`src/rtl/ysyx_25030081_lsu.sv`:
```
// Load/store unit: turns one core memory op into one word-aligned bus transaction.
// Store lanes are replicated onto the bus; loads are shifted and extended on return.
module ysyx_25030081_lsu (
  input  logic        clk,
  input  logic        rst_n,
  // core request / response
  input  logic        req_valid,
  output logic        req_ready,
  input  logic        req_ren,
  input  logic        req_wen,
  input  logic [2:0]  req_mem_op,
  input  logic [31:0] req_addr,
  input  logic [31:0] req_wdata,
  output logic        resp_valid,
  output logic [31:0] resp_rdata,
  output logic        resp_err,
  // memory bus
  output logic        bus_req_valid,
  input  logic        bus_req_ready,
  output logic [31:0] bus_addr,
  output logic        bus_wen,
  output logic [3:0]  bus_wmask,
  output logic [31:0] bus_wdata,
  input  logic        bus_rsp_valid,
  input  logic [31:0] bus_rsp_rdata
);

  typedef enum logic [1:0] {IDLE, REQ, WAIT, RESP} state_t;

  state_t      state, state_nxt;

  logic        accept;
  logic        is_byte, is_half, is_word;
  logic        op_illegal, access, req_err, go_bus;
  logic [3:0]  st_mask;
  logic [31:0] st_data;

  logic        err_q, ren_q;
  logic [2:0]  op_q;
  logic [1:0]  off_q;
  logic [31:0] rdata_q;
  logic [31:0] bus_addr_q, bus_wdata_q;
  logic        bus_wen_q;
  logic [3:0]  bus_wmask_q;

  logic [31:0] shifted;
  logic [31:0] load_ext;

  assign accept     = req_valid & (state == IDLE);
  assign is_byte    = (req_mem_op[1:0] == 2'b00);
  assign is_half    = (req_mem_op[1:0] == 2'b01);
  assign is_word    = (req_mem_op[1:0] == 2'b10);
  assign op_illegal = (req_mem_op == 3'b011) | (req_mem_op == 3'b110) | (req_mem_op == 3'b111);
  assign access     = req_ren | req_wen;

  // Opcode and alignment are only judged for real accesses: a non-memory
  // instruction arrives with whatever mem_op the decoder left behind.
  assign req_err = (req_ren & req_wen)
                 | (access & (op_illegal
                              | (req_wen & req_mem_op[2])
                              | (is_half & req_addr[0])
                              | (is_word & (req_addr[1:0] != 2'b00))));
  assign go_bus  = access & ~req_err;

  assign st_mask = is_byte ? (4'b0001 << req_addr[1:0])
                 : is_half ? (req_addr[1] ? 4'b1100 : 4'b0011)
                 :           4'b1111;
  assign st_data = is_byte ? {4{req_wdata[7:0]}}
                 : is_half ? {2{req_wdata[15:0]}}
                 :           req_wdata;

  assign shifted = bus_rsp_rdata >> {off_q, 3'b000};
  always_comb begin
    // NOTE: every combinational output gets a default first so no path infers a latch.
    load_ext = shifted;
    case (op_q[1:0])
      2'b00:   load_ext = {{24{~op_q[2] & shifted[7]}},  shifted[7:0]};
      2'b01:   load_ext = {{16{~op_q[2] & shifted[15]}}, shifted[15:0]};
      default: load_ext = shifted;
    endcase
  end

  always_ff @(posedge clk or negedge rst_n) begin
    // NOTE: sequential state uses non-blocking assignments only, so every flop samples pre-edge values.
    if (!rst_n) state <= IDLE;
    else        state <= state_nxt;
  end

  always_comb begin
    state_nxt = state;
    case (state)
      IDLE: if (accept) state_nxt = go_bus ? REQ : RESP;
      REQ:  if (bus_req_ready) state_nxt = WAIT;
      WAIT: if (bus_rsp_valid) state_nxt = RESP;
      RESP: state_nxt = IDLE;
      default: state_nxt = IDLE;
    endcase
  end

  // NOTE: the datapath registers are reset too, because the bus fields are visible outputs with defined reset values.
  always_ff @(posedge clk or negedge rst_n) begin
    if (!rst_n) begin
      err_q       <= 1'b0;
      ren_q       <= 1'b0;
      op_q        <= 3'b000;
      off_q       <= 2'b00;
      rdata_q     <= 32'h0;
      bus_addr_q  <= 32'h0;
      bus_wen_q   <= 1'b0;
      bus_wmask_q <= 4'b0000;
      bus_wdata_q <= 32'h0;
    end else if (accept) begin
      err_q       <= req_err;
      ren_q       <= req_ren & go_bus;
      op_q        <= req_mem_op;
      off_q       <= req_addr[1:0];
      rdata_q     <= 32'h0;
      if (go_bus) begin
        bus_addr_q  <= {req_addr[31:2], 2'b00};
        bus_wen_q   <= req_wen;
        bus_wmask_q <= req_wen ? st_mask : 4'b0000;
        bus_wdata_q <= req_wen ? st_data : 32'h0;
      end
    end else if ((state == WAIT) && bus_rsp_valid && ren_q) begin
      rdata_q <= load_ext;
    end
  end

  assign req_ready     = (state == IDLE);
  assign bus_req_valid = (state == REQ);
  assign bus_addr      = bus_addr_q;
  assign bus_wen       = bus_wen_q;
  assign bus_wmask     = bus_wmask_q;
  assign bus_wdata     = bus_wdata_q;
  assign resp_valid    = (state == RESP);
  assign resp_err      = resp_valid & err_q;
  assign resp_rdata    = resp_valid ? rdata_q : 32'h0;

endmodule

```
`config.mk`:
```
export PLATFORM = sky130hd
export DESIGN_NAME = ysyx_25030081_lsu
export DESIGN_NICKNAME = d
export VERILOG_FILES = /design/src/rtl/ysyx_25030081_lsu.sv
export SDC_FILE = /design/constraint.sdc
export NUM_CORES = 1
export LEC_CHECK = 0
export BUFFER_PORTS_ARGS = -buffer_cell sky130_fd_sc_hd__buf_2
export CORE_AREA = 2 2 114 116
export CTS_CLUSTER_DIAMETER = 30
export DETAILED_ROUTE_END_ITERATION = 10
export DIE_AREA = 0 0 116 118
export PLACE_DENSITY = 0.77
export SETUP_SLACK_MARGIN = 0.4
export SLEW_MARGIN = 0
export SYNTH_ARGS = -nofsm -noshare
export SYNTH_HDL_FRONTEND = slang
export SYNTH_SLANG_ARGS = --single-unit
export TNS_END_PERCENT = 20
```
`constraint.sdc`:
```
create_clock -name clk -period 2 [get_ports clk]
set_clock_uncertainty 0.2 [all_clocks]
set_input_delay 0 -clock clk [delete_from_list [all_inputs] [get_ports clk]]
set_output_delay 0 -clock clk [all_outputs]
set_load 0.05 [all_outputs]
```
# Yosys cells after proc, flatten, opt, wreduce, memory -nomap -nowiden
# Index checks and enable logic that the tools add are counted.
# op_classes
eq_ne	12
shifts	2
muxes	16
bitwise	20
reduce_logical	9
# op_table
operator	n
$mux W32	6
$pmux W32 S2	1
$shr A32 B5 Y32	1
$mux W4	4
$and A1 B1 Y1	11
$mux W2	4
$pmux W2 S4	1
$or A1 B1 Y1	7
$eq A2 B1 Y1 const B	3
$eq A2 B2 Y1 const B	3
$eq A3 B3 Y1 const B	2
$logic_not A2 Y1	3
$ne A2 B1 Y1 const B	2
$reduce_bool A2 Y1	2
$shl A1 B2 Y4 const A	1
$eq A3 B2 Y1 const B	1
$reduce_and A3 Y1	1
$logic_and A1 B1 Y1	2
$ne A2 B2 Y1 const B	1
$not A1 Y1	2
$reduce_and A2 Y1	1
# totals
regBits	108
word_cells	69

# Logic depth before layout (Yosys ltp)
# Gate-level depths: netlist (run 1).
# logic_depth
ltp_word	13
depth_mapped	9

# Worst setup path before layout (run 1)
# Ideal clock, no wire load.
# synth_timing
path_type	register to register
from	reg state[0]
to	reg bus_wdata_q[10], in the netlist bus_wdata[10]
setup_time_ps	134
t_arrival_ps	2116
setup_slack_ps	-450
stages_incl_launch_ff	10
path_buffers	3
cell_sequence	dfrtp_1 inv_1 ha_1 and2_1 clkbuf_1 o221ai_2 buf_2 clkbuf_1 nand2_1 o31ai_1
# synth_between
elab_chain_cells	3
# synth_rtl
element	line_no	source
start: declaration	30	state_t state, state_nxt;
start signal: assignment	86	else state <= state_nxt;
$logic_not A2 Y1	--	
net req_ready	8	output logic req_ready,
$and A1 B1 Y1	49	assign accept = req_valid & (state == IDLE);
$reduce_and A2 Y1 (no line)	--	
end signal: assignment	122	bus_wdata_q <= req_wen ? st_data : 32'h0;
end: declaration	42	logic [31:0] bus_addr_q, bus_wdata_q;
# The timed path passes the listed nets, and every way through them passes these cells.
# A chain may end at the register's enable or synchronous reset.

# Worst setup path after layout (run 1)
# layout_timing
from	reg state[0]
to	reg bus_wdata_q[12], in the netlist bus_wdata[12]
# layout_between
elab_chain_cells	3
# layout_rtl
element	line_no
$logic_not A2 Y1	49
$and A1 B1 Y1	49
$reduce_and A2 Y1 (no line)	--
# No other way between the ends.

==> results by group, run 1 <==
Drt
  – DR pass1 iterations: 6
  – DRT antenna net count: 0
  – DR DRC count: 0
  – Via density: between 5 and 6
  – WL/cell: between 15 and 20 um
  – Vias post-DR: 5420
  – Detailed Route Iter0 Violations: 340
  – Total wire length: approximately 19000 um

Floorplan
  – Die H: 118 um
  – # IOs: approximately 210
  – Die Area: about 14000 sq um
  – Die Width: ~120 um
  – Standard-cell rows: around 40
  – Starting Density: 0.4307
  – Core Area: 12410 sq um

Setup path
  – Crit. End Element: flip-flop
  – Critical R2R Capture: bus_wdata[12]$_DFFE_PN0P_
  – Worst EP required: roughly 2000 ps
  – Reg2reg setup slack: 50 ps
  – Arrival time worst endpoint: between 1500 and 2000 ps
  – Kind of critical path: reg -> reg
  – Crit path launch type: flip-flop
  – Worst Path Buf+Inv: 3
  – Crit. Startpoint: state[0]$_DFFE_PN0P_
  – R2R depth: 7
  – Slowest stage delay, CP: 390 ps
  – Max stage delay cell, worst path: dfrtp_1
  – Worst r2r src: state[0]$_DFFE_PN0P_
  – Maximum net fanout on the critical path: 19
  – CP top delay family: buffers and inverters
  – Worst-path cell chain: inv_2, ha_4, and2_4, o221ai_4, buf_12, buf_16, o31ai_1

Pwr
  – Pleak: approximately 4.2 nW
  – Power Dens Cells: ~1400 nW/um^2
  – VDD IR max: ~1.2 mV

Synth
  – Synth top area share: 0.5055
  – Top cells by area, synth: dfrtp_1 51%, mux2_2 8.8%, mux2i_1 7.3%
  – Syn Inst Count: between 500 and 600
  – Mapped Area: 5346 sq um
  – Yosys top cell by area: dfrtp_1
  – Ys Warns: 0
  – Post-synthesis sequential area ratio: 0.5055
  – Synthesized flop and latch total: 108
  – Mean Syn Cell Area: 10.40 sq um
  – Yosys cell types: 36

Global route
  – Vias in the first global route: 5437
  – Remaining global-route overflow: 0
  – GRT Util Overall: 0.2582
  – First-pass GRT wire length: 27590 um
  – Initial antenna violation count: 4
  – Largest net degree at the start of global routing: 55

Cells and area
  – Layout cells sized above 1: 0.3887
  – Area grow syn2layout: 58.51%
  – Fill cells: 866
  – Finished Layout Cells: 1025
  – Nets: approximately 960

Clocking
  – CTS root buf: clkbuf_16
  – Number of clock buffers inserted by TritonCTS: 9
  – Hold_buf cts: about 120
  – Clk sinks: roughly 110
  – Clk buf depth: 2
  – Clock transition at path regs: around 80 ps
  – # H-tree levels: 3
  – Worst skew pair latency: 350 ps
  – TritonCTS clock tree: built

Placement
  – PortBufs: about 210
  – Post-DP HPWL: 10990 um
  – DP Worst Slack: -63.21 ps
  – Placed cells: between 800 and 900
  – GPL Wtd Cong: 0.9118

Flow run
  – Max-cap violations: 0

Hold path
  – Hold endpoint: ren_q$_DFFE_PN0P_
  – Hold depth: 4
  – HP Start: req_wen
  – Worst min-delay path class: in -> reg

Timing
  – Tcrit/Tclk final: 0.9772
  – Slew Limit Fails: 0
  – Fin crit period: just under 2000 ps
  – Hold Fails Final Rpt: 2
  – Final hold slack: -164.6 ps
  – Worst-Margin Slew: 749.3 ps
  – Final setup viols: 0
  – Fmax: 511.6 MHz
  – Final worst-path setup slack: 45.51 ps
  – RSZ-0062 raised after global routing: yes
  – Rel. slew slack: 0.4974

Run status
  – Status: complete, but fails checks
  – Failing checks: hold timing
[state kept, by name, indices dropped and copies added (netlist names), 2 cells and up]
name	count
bus_wdata	32
rdata_q	32
bus_addr	30
bus_wmask	4
op_q	3
off_q	2
state	2
[report_power, final]
part	switching, mW	internal [mW]
Clock	0.830	0.842
Combinational	4.39	2.05
Sequential	0.598	3.04
[how the worst max path moves through the flow]
stage                                end  slack [ps]  cells after the start
2_1_floorplan   bus_addr[10]$_DFFE_PN0P_          60                      7
3_3_place_gp      rdata_q[5]$_DFFE_PN0P_          60                      7
3_5_place_dp      rdata_q[2]$_DFFE_PN0P_         -60                      7
4_1_cts         bus_addr[27]$_DFFE_PN0P_         130                      7
5_1_grt        bus_wdata[12]$_DFFE_PN0P_         -40                      7
6_report       bus_wdata[12]$_DFFE_PN0P_          50                      7
[cell usage in the layout, fill, tap and decap left out, types with 17 or more instances in the layout]
cell type	count
and2_1	33
dfrtp_1	108
nand2_1	77
mux2_2	42
mux2i_1	39
o21ai_0	54
dlygate4sd3_1	115
a21oi_1	17
buf_4	34
buf_2	193
[layout make-up]
| type | count | area, sq um | area share |
|---|---|---|---|
| Multi-Input combinational cell | 358 | 2592 | 0.3059 |
| Timing Repair Buffer | 360 | 2659 | 0.3137 |
| Antenna cell | 4 | 10.01 | 0.001181 |
| Inverter | 8 | 30.03 | 0.003543 |
| Tap cell | 172 | 215.2 | 0.02539 |
| Sequential cell | 108 | 2703 | 0.3189 |
| Clock inverter | 6 | 40.04 | 0.004725 |
| Clock buffer | 9 | 225.2 | 0.02658 |
[Yosys cell counts (all sizes together)]
library cell and instances:
dfrtp 108, nand2 82, o21ai 63, mux2 42, mux2i 39, and2 35
buf 21, clkbuf 20, a21oi 17, a221o 16, o31ai 16, nor2 14
nand3b 8, inv 7, ha 4, o211ai 3, nand2b 2, nor2b 2
nor3b 2, o221ai 2, a21boi 1, a222oi 1, clkinv 1, conb 1
mux4 1, nand3 1, nor3 1, nor4 1, nor4bb 1, o22ai 1
or2 1
[cells by family after synthesis]
logic type               count (synthesis)  share of synthesized area
AO/OA/AOI/OAI                          120                     0.1404
adder cells (fa/ha/maj)                  4                   0.009361
buffers and inverters                   49                    0.04212
flip-flops                             108                     0.5055
multiplexers                            82                     0.1657
other                                    1                  0.0007014
AND/OR/NAND/NOR                        150                     0.1362
[per-layer routing]
layer	wire length (um)	share of wire	vias up	global-route usage
li1	-	-	2466	-
met1	7241	0.39	2616	0.3127
met2	9170	0.50	285	0.4364
met3	1477	0.080	51	0.06282
met4	601	0.032	2	0.1057
met5	16	0.00086	-	0
[per-stage QoR]
step / instance area (sq um) / power (mW) / utilization / setup TNS (ps)
5_1_grt: 8472 / 12.28 / 0.6824 / -35.91
6_report: 8474 / 11.75 / 0.6826 / 0
3_3_place_gp: 6644 / 9.215 / 0.5352 / 0
4_1_cts: 8289 / 11.41 / 0.6677 / 0
2_1_floorplan: 5458 / 7.874 / - / 0
3_5_place_dp: 6644 / 9.343 / 0.5352 / -725.4
[worst reg2reg max path: stages (launching register included)]
cell and delay, ps:
dfrtp_1 390, inv_2 120, ha_4 180, and2_4 170, o221ai_4 140, buf_12 190, buf_16 150, o31ai_1 310
[timing repair]
item | in CTS | in global routing
gates cloned | 3 | 0
hold endpoints to repair | 152 | 1
endpoints found under the setup margin | 136 | 141
resized for setup | 30 | 42
pin swaps | 2 | 3
setup buffers | 7 | 5
(Power assumes the default switching activity.)
==> run 2: changes to the inputs <==
--- a/config.mk
+++ b/config.mk
@@ -11,6 +11,7 @@
 export DETAILED_ROUTE_END_ITERATION = 10
 export DIE_AREA = 0 0 116 118
 export PLACE_DENSITY = 0.77
+export REMOVE_ABC_BUFFERS = 1
 export SETUP_SLACK_MARGIN = 0.4
 export SLEW_MARGIN = 0
 export SYNTH_ARGS = -nofsm -noshare
==> results by group, run 2 (synthesis results as in run 1) <==
Run status
  – Status: complete, but fails checks (unchanged)
  – Failing checks: hold timing (unchanged)

Hold path
  – Worst min-delay path class: in -> reg (unchanged)

Drt
  – DR DRC count: 0 (unchanged)
  – Detailed Route Iter0 Violations: 460 (was 340)
  – Total wire length: 20770 um (was 18510 um)
  – Vias post-DR: 5684 (was 5420)
  – DR pass1 iterations: 8 (was 6)
  – DRT antenna net count: 0 (unchanged)
  – WL/cell: 20.13 um (was 18.06 um)
  – Via density: 5.508 (was 5.288)

Pwr
  – Final Power: 12.16 mW (was 11.75 mW)
  – Sw Pwr: 6.037 mW (was 5.817 mW)
  – Power Dens Cells: 1399 nW/um^2 (was 1386 nW/um^2)
  – VDD IR max: 1.250 mV (was 1.239 mV)
  – Sequential power share: 0.303 (was 0.310)
  – Pleak: 4.335 nW (was 4.233 nW)
  – Comb pwr share: 0.545 (was 0.548)
  – Sw Share: 0.4964 (was 0.4951)
  – Internal power: 6.125 mW (was 5.932 mW)
  – Clock share of power: 0.152 (was 0.142)

Global route
  – Initial antenna violation count: 0 (was 4)
  – Remaining global-route overflow: 0 (unchanged)
  – First-pass GRT wire length: 29770 um (was 27590 um)
  – Vias in the first global route: 5840 (was 5437)
  – GRT Util Overall: 0.2808 (was 0.2582)
  – Largest net degree at the start of global routing: 49 (was 55)

Clocking
  – Number of clock buffers inserted by TritonCTS: 9 (unchanged)
  – Worst skew pair latency: 350 ps (about the same)
  – Clk sinks: 108 (unchanged)
  – TritonCTS clock tree: built (unchanged)
  – Clk buf depth: 2 (unchanged)
  – CTS root buf: clkbuf_16 (unchanged)
  – # H-tree levels: 3 (unchanged)
  – Clock transition at path regs: 90 ps (was 80 ps)

Floorplan
  – # IOs: 211 (unchanged)
  – Core Area: 12410 sq um (unchanged)
  – Standard-cell rows: 41 (unchanged)
  – Die Area: 13690 sq um (unchanged)
  – Starting Density: 0.4307 (unchanged)
  – Die Width: 116 um (unchanged)
  – Die H: 118 um (unchanged)

Timing
  – Slew Limit Fails: 0 (unchanged)
  – Final setup viols: 0 (unchanged)
  – Setup_tns: 0 ps (unchanged)
  – Rel. slew slack: 0.2872 (was 0.4974)
  – Hold Fails Final Rpt: 1 (was 2)
  – Fmax: 509.2 MHz (was 511.6 MHz)
  – Worst-Margin Slew: 1063 ps (was 749.3 ps)
  – Tcrit/Tclk final: 0.9819 (was 0.9772)
  – Final hold slack: -20.03 ps (was -164.6 ps)
  – Fin crit period: 1964 ps (was 1954 ps)
  – RSZ-0062 raised after global routing: yes (unchanged)

Cells and area
  – Fin util: 0.7004 (was 0.6826)
  – Finished Layout Cells: 1032 (was 1025)
  – Layout cells sized above 1: 0.4086 (was 0.3887)
  – Nets: 964 (was 955)
  – Commonest non-fill, non-tap cell in the layout: buf_2 (unchanged)
  – Area grow syn2layout: 62.63% (was 58.51%)
  – Most frequent cells in the layout: 207 x buf_2, 120 x dlygate4sd3_1, 108 x dfrtp_1 (was 193 x buf_2, 115 x dlygate4sd3_1, 108 x dfrtp_1)
  – Fill cells: 849 (was 866)

Setup path
  – Kind of critical path: reg -> reg (unchanged)
  – Arrival time worst endpoint: 2010 ps (was 1980 ps)
  – Maximum net fanout on the critical path: 37 (was 19)
  – Worst EP required: 2040 ps (was 2030 ps)
  – Crit. End Element: flip-flop (unchanged)
  – Crit path launch type: flip-flop (unchanged)

Placement
  – Post-DP HPWL: 10670 um (was 10990 um)
  – PortBufs: 208 (unchanged)
  – GPL Wtd Cong: 0.8629 (was 0.9118)
  – Placed cells: 878 (was 876)

Flow run
  – Max-cap violations: 0 (unchanged)
## run 2: cell count changes in the layout (fill, tap and decap cells not counted), moves of 4 or more
cell           delta
buf_4             -9
dlygate4sd3_1     +5
o21ai_1           -7
nand2_2           +4
o21ai_0           +4
nand2_1           -4
buf_2            +14
o31ai_1           -9
o31ai_4           +5
o31ai_2           +4
## run 2: layer usage
layer,part of all wire,track usage
met5,0,0
met4,0.054,0.1153
met3,0.094,0.08290
met2,0.48,0.4638
met1,0.37,0.3404
## run 2: final cells by class
cell class,instances,area (sq um),share of cell area
antenna,1,2.502,0.0002878
clock buffer,9,225.2,0.02590
clock inverter,7,75.07,0.008634
inverter,8,30.03,0.003454
multi-input combinational,358,2703,0.3108
sequential,108,2703,0.3108
tap,172,215.2,0.02475
timing repair buffer,369,2741,0.3153
## run 2: worst max-delay path: stages, from the launching register on
cell      delay, ps
dfrtp_1         420
inv_2           120
ha_4            150
and2_4          150
o221ai_4        130
buf_12          200
buf_12          180
o31ai_1         300
## run 2: path summary, 6_finish.rpt
| path | from | endpoint | slack [ps] | depth (start not counted) |
|---|---|---|---|---|
| max in group asynchronous | rst_n | bus_addr[17]$_DFFE_PN0P_ | 500 | 4 |
| min in group asynchronous | rst_n | rdata_q[1]$_DFFE_PN0P_ | 490 | 3 |
| hold reg to reg | err_q$_DFFE_PN0P_ | err_q$_DFFE_PN0P_ | 270 | 2 |
| setup reg to reg | state[0]$_DFFE_PN0P_ | bus_wdata[21]$_DFFE_PN0P_ | 40 | 7 |
| hold / removal | bus_rsp_rdata[31] | rdata_q[15]$_DFFE_PN0P_ | -20 | 5 |
| setup / recovery | state[0]$_DFFE_PN0P_ | bus_wdata[21]$_DFFE_PN0P_ | 40 | 7 |
## run 2: power groups by stage
stage / combinational, mW / clock, mW / sequential [mW]
2_1_floorplan: 1.82 / 0 / 5.83
3_3_place_gp: 5.62 / 0 / 3.51
3_5_place_dp: 5.74 / 0 / 3.54
6_report: 6.63 / 1.85 / 3.68
4_1_cts: 6.20 / 1.84 / 3.54
5_1_grt: 6.96 / 1.95 / 3.76
## run 2: through the flow
| step | worst slack (ps) | cell area (sq um) |
|---|---|---|
| floorplan | -1416 | 5155 |
| global placement | 74.05 | 6649 |
| detailed placement | -61.45 | 6649 |
| CTS | 134.4 | 8432 |
| global route | -40.52 | 8692 |
| finish | 36.19 | 8695 |
## run 2: timing repair
item | in CTS | in global routing
endpoints found under the hold margin | 214 | 2
pin swaps | 3 | 4
gates resized for setup | 38 | 37
cloned | 3 | 4
buffers inserted | 7 | 3
hold buffers | 119 | 1
endpoints found under the setup margin | 140 | 204
